--- src/rtl/transmission_estimator_pipe.sv ---
// transmission_estimator_pipe
//   Pipelined transmission estimate T(x) = 1 - omega * min_c(Pc/Ac), Q0.DATA_W,
//   floored at a programmable T0. It sits between the dark-channel /
//   atmospheric-ratio stage and the scene-recovery divider.
//   The pipeline has three stages: multiply, subtract/clamp, output register.
//   A valid/ready stream moves through it with no bubble collapsing.
//   Config is latched per frame, and the block counts clamped pixels per frame.
// Ports:
//   clk, rst_n                      rising-edge clock, async active-low reset
//   cfg_omega/cfg_omega_en/cfg_t0   frame config, sampled on the first beat of a frame
//   in_valid/in_ready/in_data/in_eof          input stream
//   out_valid/out_ready/out_data/out_clamped/out_eof  output stream
//   clamp_count/clamp_count_valid   clamped-pixel count of the last frame + update pulse
module transmission_estimator_pipe #(
  parameter int DATA_W    = 14,
  parameter int OMEGA_W   = 8,
  parameter int T0_RST    = 5734,
  parameter int OMEGA_RST = 240,
  parameter int CNT_W     = 20
) (
  input  logic               clk,
  input  logic               rst_n,
  input  logic [OMEGA_W-1:0] cfg_omega,
  input  logic               cfg_omega_en,
  input  logic [DATA_W-1:0]  cfg_t0,
  input  logic               in_valid,
  output logic               in_ready,
  input  logic [DATA_W-1:0]  in_data,
  input  logic               in_eof,
  output logic               out_valid,
  input  logic               out_ready,
  output logic [DATA_W-1:0]  out_data,
  output logic               out_clamped,
  output logic               out_eof,
  output logic [CNT_W-1:0]   clamp_count,
  output logic               clamp_count_valid
);

  localparam int STAGES = 3;
  localparam int PW     = DATA_W + OMEGA_W;
  localparam logic [DATA_W-1:0] ONE = '1;

  logic               en, in_fire, out_fire;
  logic [STAGES:1]    vld_pipe;

  // frame config
  logic               sof;
  logic [OMEGA_W-1:0] omega_q;
  logic               omega_en_q;
  logic [DATA_W-1:0]  t0_q;
  logic [OMEGA_W-1:0] omega_eff;
  logic               omega_en_eff;
  logic [DATA_W-1:0]  t0_eff;

  // stage 1
  logic [PW-1:0]      prod;
  logic [DATA_W-1:0]  scaled_c;
  logic [DATA_W-1:0]  s1_scaled, s1_t0;
  logic               s1_eof;

  // stage 2
  logic [DATA_W-1:0]  max_t;
  logic               clamp_c;
  logic [DATA_W-1:0]  tdata_c;
  logic [DATA_W-1:0]  s2_data;
  logic               s2_clamped, s2_eof;

  // clamp counter
  logic [CNT_W-1:0]   cnt, cnt_next;

  // The pipeline advances as a whole whenever the output slot is free or draining.
  assign en        = !out_valid || out_ready;
  assign in_ready  = en;
  assign in_fire   = in_valid && en;
  assign out_fire  = out_valid && out_ready;
  assign out_valid = vld_pipe[STAGES];

  // The first beat of a frame uses the live config inputs.
  // Later beats of the frame use the values latched on that first beat.
  assign omega_eff    = sof ? cfg_omega    : omega_q;
  assign omega_en_eff = sof ? cfg_omega_en : omega_en_q;
  assign t0_eff       = sof ? cfg_t0       : t0_q;

  always_ff @(posedge clk or negedge rst_n) begin
    if (!rst_n) begin
      sof        <= 1'b1;
      omega_q    <= OMEGA_W'(OMEGA_RST);
      omega_en_q <= 1'b1;
      t0_q       <= DATA_W'(T0_RST);
    end else if (in_fire) begin
      if (sof) begin
        omega_q    <= cfg_omega;
        omega_en_q <= cfg_omega_en;
        t0_q       <= cfg_t0;
      end
      sof <= in_eof;
    end
  end

  // Stage 1: full-precision product, then truncate away the omega fraction.
  assign prod     = PW'(in_data) * PW'(omega_eff);
  assign scaled_c = omega_en_eff ? prod[PW-1:OMEGA_W] : in_data;

  // Stage 2: scaled == max_t gives exactly T0 unclamped.
  // T0 = 0 makes max_t = ONE, so the stage never clamps.
  assign max_t   = ONE - s1_t0;
  assign clamp_c = s1_scaled > max_t;
  assign tdata_c = clamp_c ? s1_t0 : ONE - s1_scaled;

  always_ff @(posedge clk or negedge rst_n) begin
    if (!rst_n) begin
      vld_pipe    <= '0;
      s1_scaled   <= '0;
      s1_t0       <= '0;
      s1_eof      <= 1'b0;
      s2_data     <= '0;
      s2_clamped  <= 1'b0;
      s2_eof      <= 1'b0;
      out_data    <= '0;
      out_clamped <= 1'b0;
      out_eof     <= 1'b0;
    end else if (en) begin
      vld_pipe    <= {vld_pipe[STAGES-1:1], in_fire};
      // T0 travels with its beat so a new frame cannot alter in-flight data
      s1_scaled   <= scaled_c;
      s1_t0       <= t0_eff;
      s1_eof      <= in_eof;
      s2_data     <= tdata_c;
      s2_clamped  <= clamp_c;
      s2_eof      <= s1_eof;
      out_data    <= s2_data;
      out_clamped <= s2_clamped;
      out_eof     <= s2_eof;
    end
  end

  // Saturating count of clamped pixels. The update happens only on real
  // output transfers, so a stalled beat is counted once.
  assign cnt_next = (out_clamped && cnt != '1) ? cnt + 1'b1 : cnt;

  always_ff @(posedge clk or negedge rst_n) begin
    if (!rst_n) begin
      cnt               <= '0;
      clamp_count       <= '0;
      clamp_count_valid <= 1'b0;
    end else begin
      clamp_count_valid <= 1'b0;
      if (out_fire) begin
        if (out_eof) begin
          clamp_count       <= cnt_next;
          clamp_count_valid <= 1'b1;
          cnt               <= '0;
        end else begin
          cnt <= cnt_next;
        end
      end
    end
  end

endmodule

--- config.mk ---
export PLATFORM = sky130hd
export DESIGN_NAME = transmission_estimator_pipe
export DESIGN_NICKNAME = d
export VERILOG_FILES = /design/src/rtl/transmission_estimator_pipe.sv
export SDC_FILE = /design/constraint.sdc
export NUM_CORES = 1
export LEC_CHECK = 0
export CAP_MARGIN = 20
export CORE_ASPECT_RATIO = 0.5
export CORE_MARGIN = 5
export CORE_UTILIZATION = 55
export DETAILED_ROUTE_END_ITERATION = 8
export GPL_ROUTABILITY_DRIVEN = 1
export HOLD_SLACK_MARGIN = 0.1
export MAX_ROUTING_LAYER = met4
export PLACE_DENSITY = 0.76
export SLEW_MARGIN = 15
export SYNTH_ARGS = -nofsm -noshare
export SYNTH_HDL_FRONTEND = slang
export SYNTH_SLANG_ARGS = --single-unit
--- constraint.sdc ---
create_clock -name clk -period 13.9 [get_ports clk]
set_input_delay 4.17 -clock clk [delete_from_list [all_inputs] [get_ports clk]]
set_output_delay 4.17 -clock clk [all_outputs]
set_load 0.005 [all_outputs]
==> flow_summary.toml <==
[logic_synthesis]
synth_area_um2 = 9800
ys_seq_area_share_pct = 33.1
ys_async_sr_fraction_pct = 100
yosysMostFrequentCell = "nand2_1"
synth.top_cell.area_share_pct = 29.6
synth_edf_count = 0
yosys-top-cells-count = "135 x nand2_1, 116 x dfrtp_1, 94 x nor2b_1"
netlist_instances = 1052
yosysUniqueCellTypes = 61
ys_ff_latch = 129
postSynthAreaPerCell_um2 = 9.32
synth_fp_nets = 1219
synthTopCellsByArea = "dfrtp_1 30%, fa_1 15%, ha_1 6.9%"
ys_warn_count = 0
ys.flop_type = "dfrtp_1"
yosys.area.top_type = "dfrtp_1"

[critical_path]
startpoint_type = "input pin"
crit_path_max_fanout = 72
cpPeakStageDelay_ps = 610
critPathRequiredTime_ps = 9730
arrival_ps = 6360
path_class = "in2out"
rr_worst_depth = 17
critical-path-slowest-cell = "clkdlybuf4s50_1"
end_kind = "output pin"
path_cells = "clkdlybuf4s50_1, nor2b_4, buf_4, inv_2, buf_4, clkdlybuf4s50_1"

[floorplan]
std_cell_rows = 34
die_y_um = 104
io_pins = 81
core_um2 = 17400
die_w_um = 199
start_util_pct = 56.2
dieArea_um2 = 20800

[grt]
overflow = 0
first_global_vias = 7950
grt_first_pass_wirelength_um = 38700
grt_max_degree = 88
track_usage_pct = 23.3
antenna_found_initial = 0

[route]
vias = 7749
wirelength_um = 23000
drtAntennaViolNets = 0
drcViolationCount = 0
drtPass1Iterations = 5
routedWlPerCell_um = 16.9
avgViaCountPerCell = 5.69
initialDrtViolationCount = 402

[timing]
slew_headroom_pct = 36.3
drv_slew = 0
rsz0062_at_grt = "no"
fin_setup_tns_ps = 0
final_hold_viol_count = 0
tightest_slew_ps = 952
max_freq_mhz = 95.0
post-route-period-util_pct = 75.8
skew_ps = 13.2
report.final.setup_viol = 0
min_period_ps = 10530

[place]
hpwl_um = 16800
io_buffers = 80
gp_congestion = 0.881

[clocking]
clk_pin_slew_worst_paths_ps = 50
h-tree-depth = 4
root_buffer = "clkbuf_16"
hold_buffers = 0
cts_buffers = 17
cts-resized-gates = 0
clkSinkCount = 129
clkLatencyLatePin_ps = 420
postCtsSetupBuffers = 0
cts_tree = "built"
clock_path_buffers = 2

[layout]
seq_area_um2 = 3240
nNetsFinal = 1283
diodes = 0
nFillCells = 1405
drive_above_1_share_pct = 8.41
final_util_pct = 65.4
multiInputGateArea_um2 = 5990
area_growth_pct = 16.3

[job]
cap_violations = 0

[worst_hold_path]
hp-class = "reg2reg"
hold_depth = 2

[status]
outcome = "finished, final reports clean"
[per-layer routing]
layer	part of all wire, %	vias up	GRT usage [%]
met3	4.3	38	3.69
met2	48	203	37.2
met4	1.8	0	6.20
met5	0	-	-
met1	45	3853	31.3
li1	-	3655	-
[state kept, by name, summed over array words and instances (netlist names), 3 cells and up]
| register | flops |
|---|---|
| s1_t0 | 14 |
| out_data | 14 |
| t0_q | 14 |
| cnt | 20 |
| vld_pipe | 3 |
| omega_q | 8 |
| clamp_count | 20 |
| s1_scaled | 14 |
| s2_data | 14 |
[stage by stage]
stage	instance area [µm²]	instances	setup WS (ps)	hold slack (ps)
finish	11400	1363	3370	464
floorplan	9800	1052	4710	430
detailed placement	10800	1331	3370	447
CTS	11400	1363	3360	461
global route	11400	1363	3240	479
global placement	10800	1330	3400	442
[critical path, delay by kind of cell]
| family | cells | cell delay [ps] |
|---|---|---|
| buffers and inverters | 5 | 2110 |
| AND/OR/NAND/NOR | 1 | 60 |
[area by class of cell]
cell class | count | area share, %
Timing Repair Buffer | 94 | 8.02
Sequential cell | 129 | 28.5
Tap cell | 234 | 2.57
Clock buffer | 19 | 3.97
Multi-Input combinational cell | 782 | 52.5
Clock inverter | 13 | 1.44
Inverter | 92 | 3.03
[layout by cell type (no fill, tap or decap), types with 17 or more instances in the layout]
master and instances:
a21oi_1 68, clkbuf_16 17, clkdlybuf4s50_1 79, dfrtp_1 116, fa_1 71, ha_1 54
inv_1 91, mux2_2 18, mux2i_1 28, nand2_1 135, nand2b_1 24, nor2_1 54
nor2b_1 93, o21ai_0 79
[cells by family after synthesis]
family          count (synthesis)  share of synthesized area (%)
mux                            46                           4.93
buf+inv                       141                           5.88
xor+xnor                       27                           2.41
fa+ha+maj                     125                           21.4
flops                         129                           33.1
simple gates                  371                           19.4
compound gates                213                           12.9
[final timing paths]
check,start,end,slack [ps]
max in group asynchronous,rst_n,t0_q[8],9000
worst max register to register,sof,s1_scaled[10],7920
worst max-delay path,out_ready,in_ready,3370
worst min register to register,out_data[6],out_data[6],460
worst min-delay path,out_data[6],out_data[6],460
min in group asynchronous,rst_n,clamp_count[14],3740
Power is left out: the tool's default activity adds up to more than one toggle a clock period on the data nets, which glitch-free logic cannot reach.
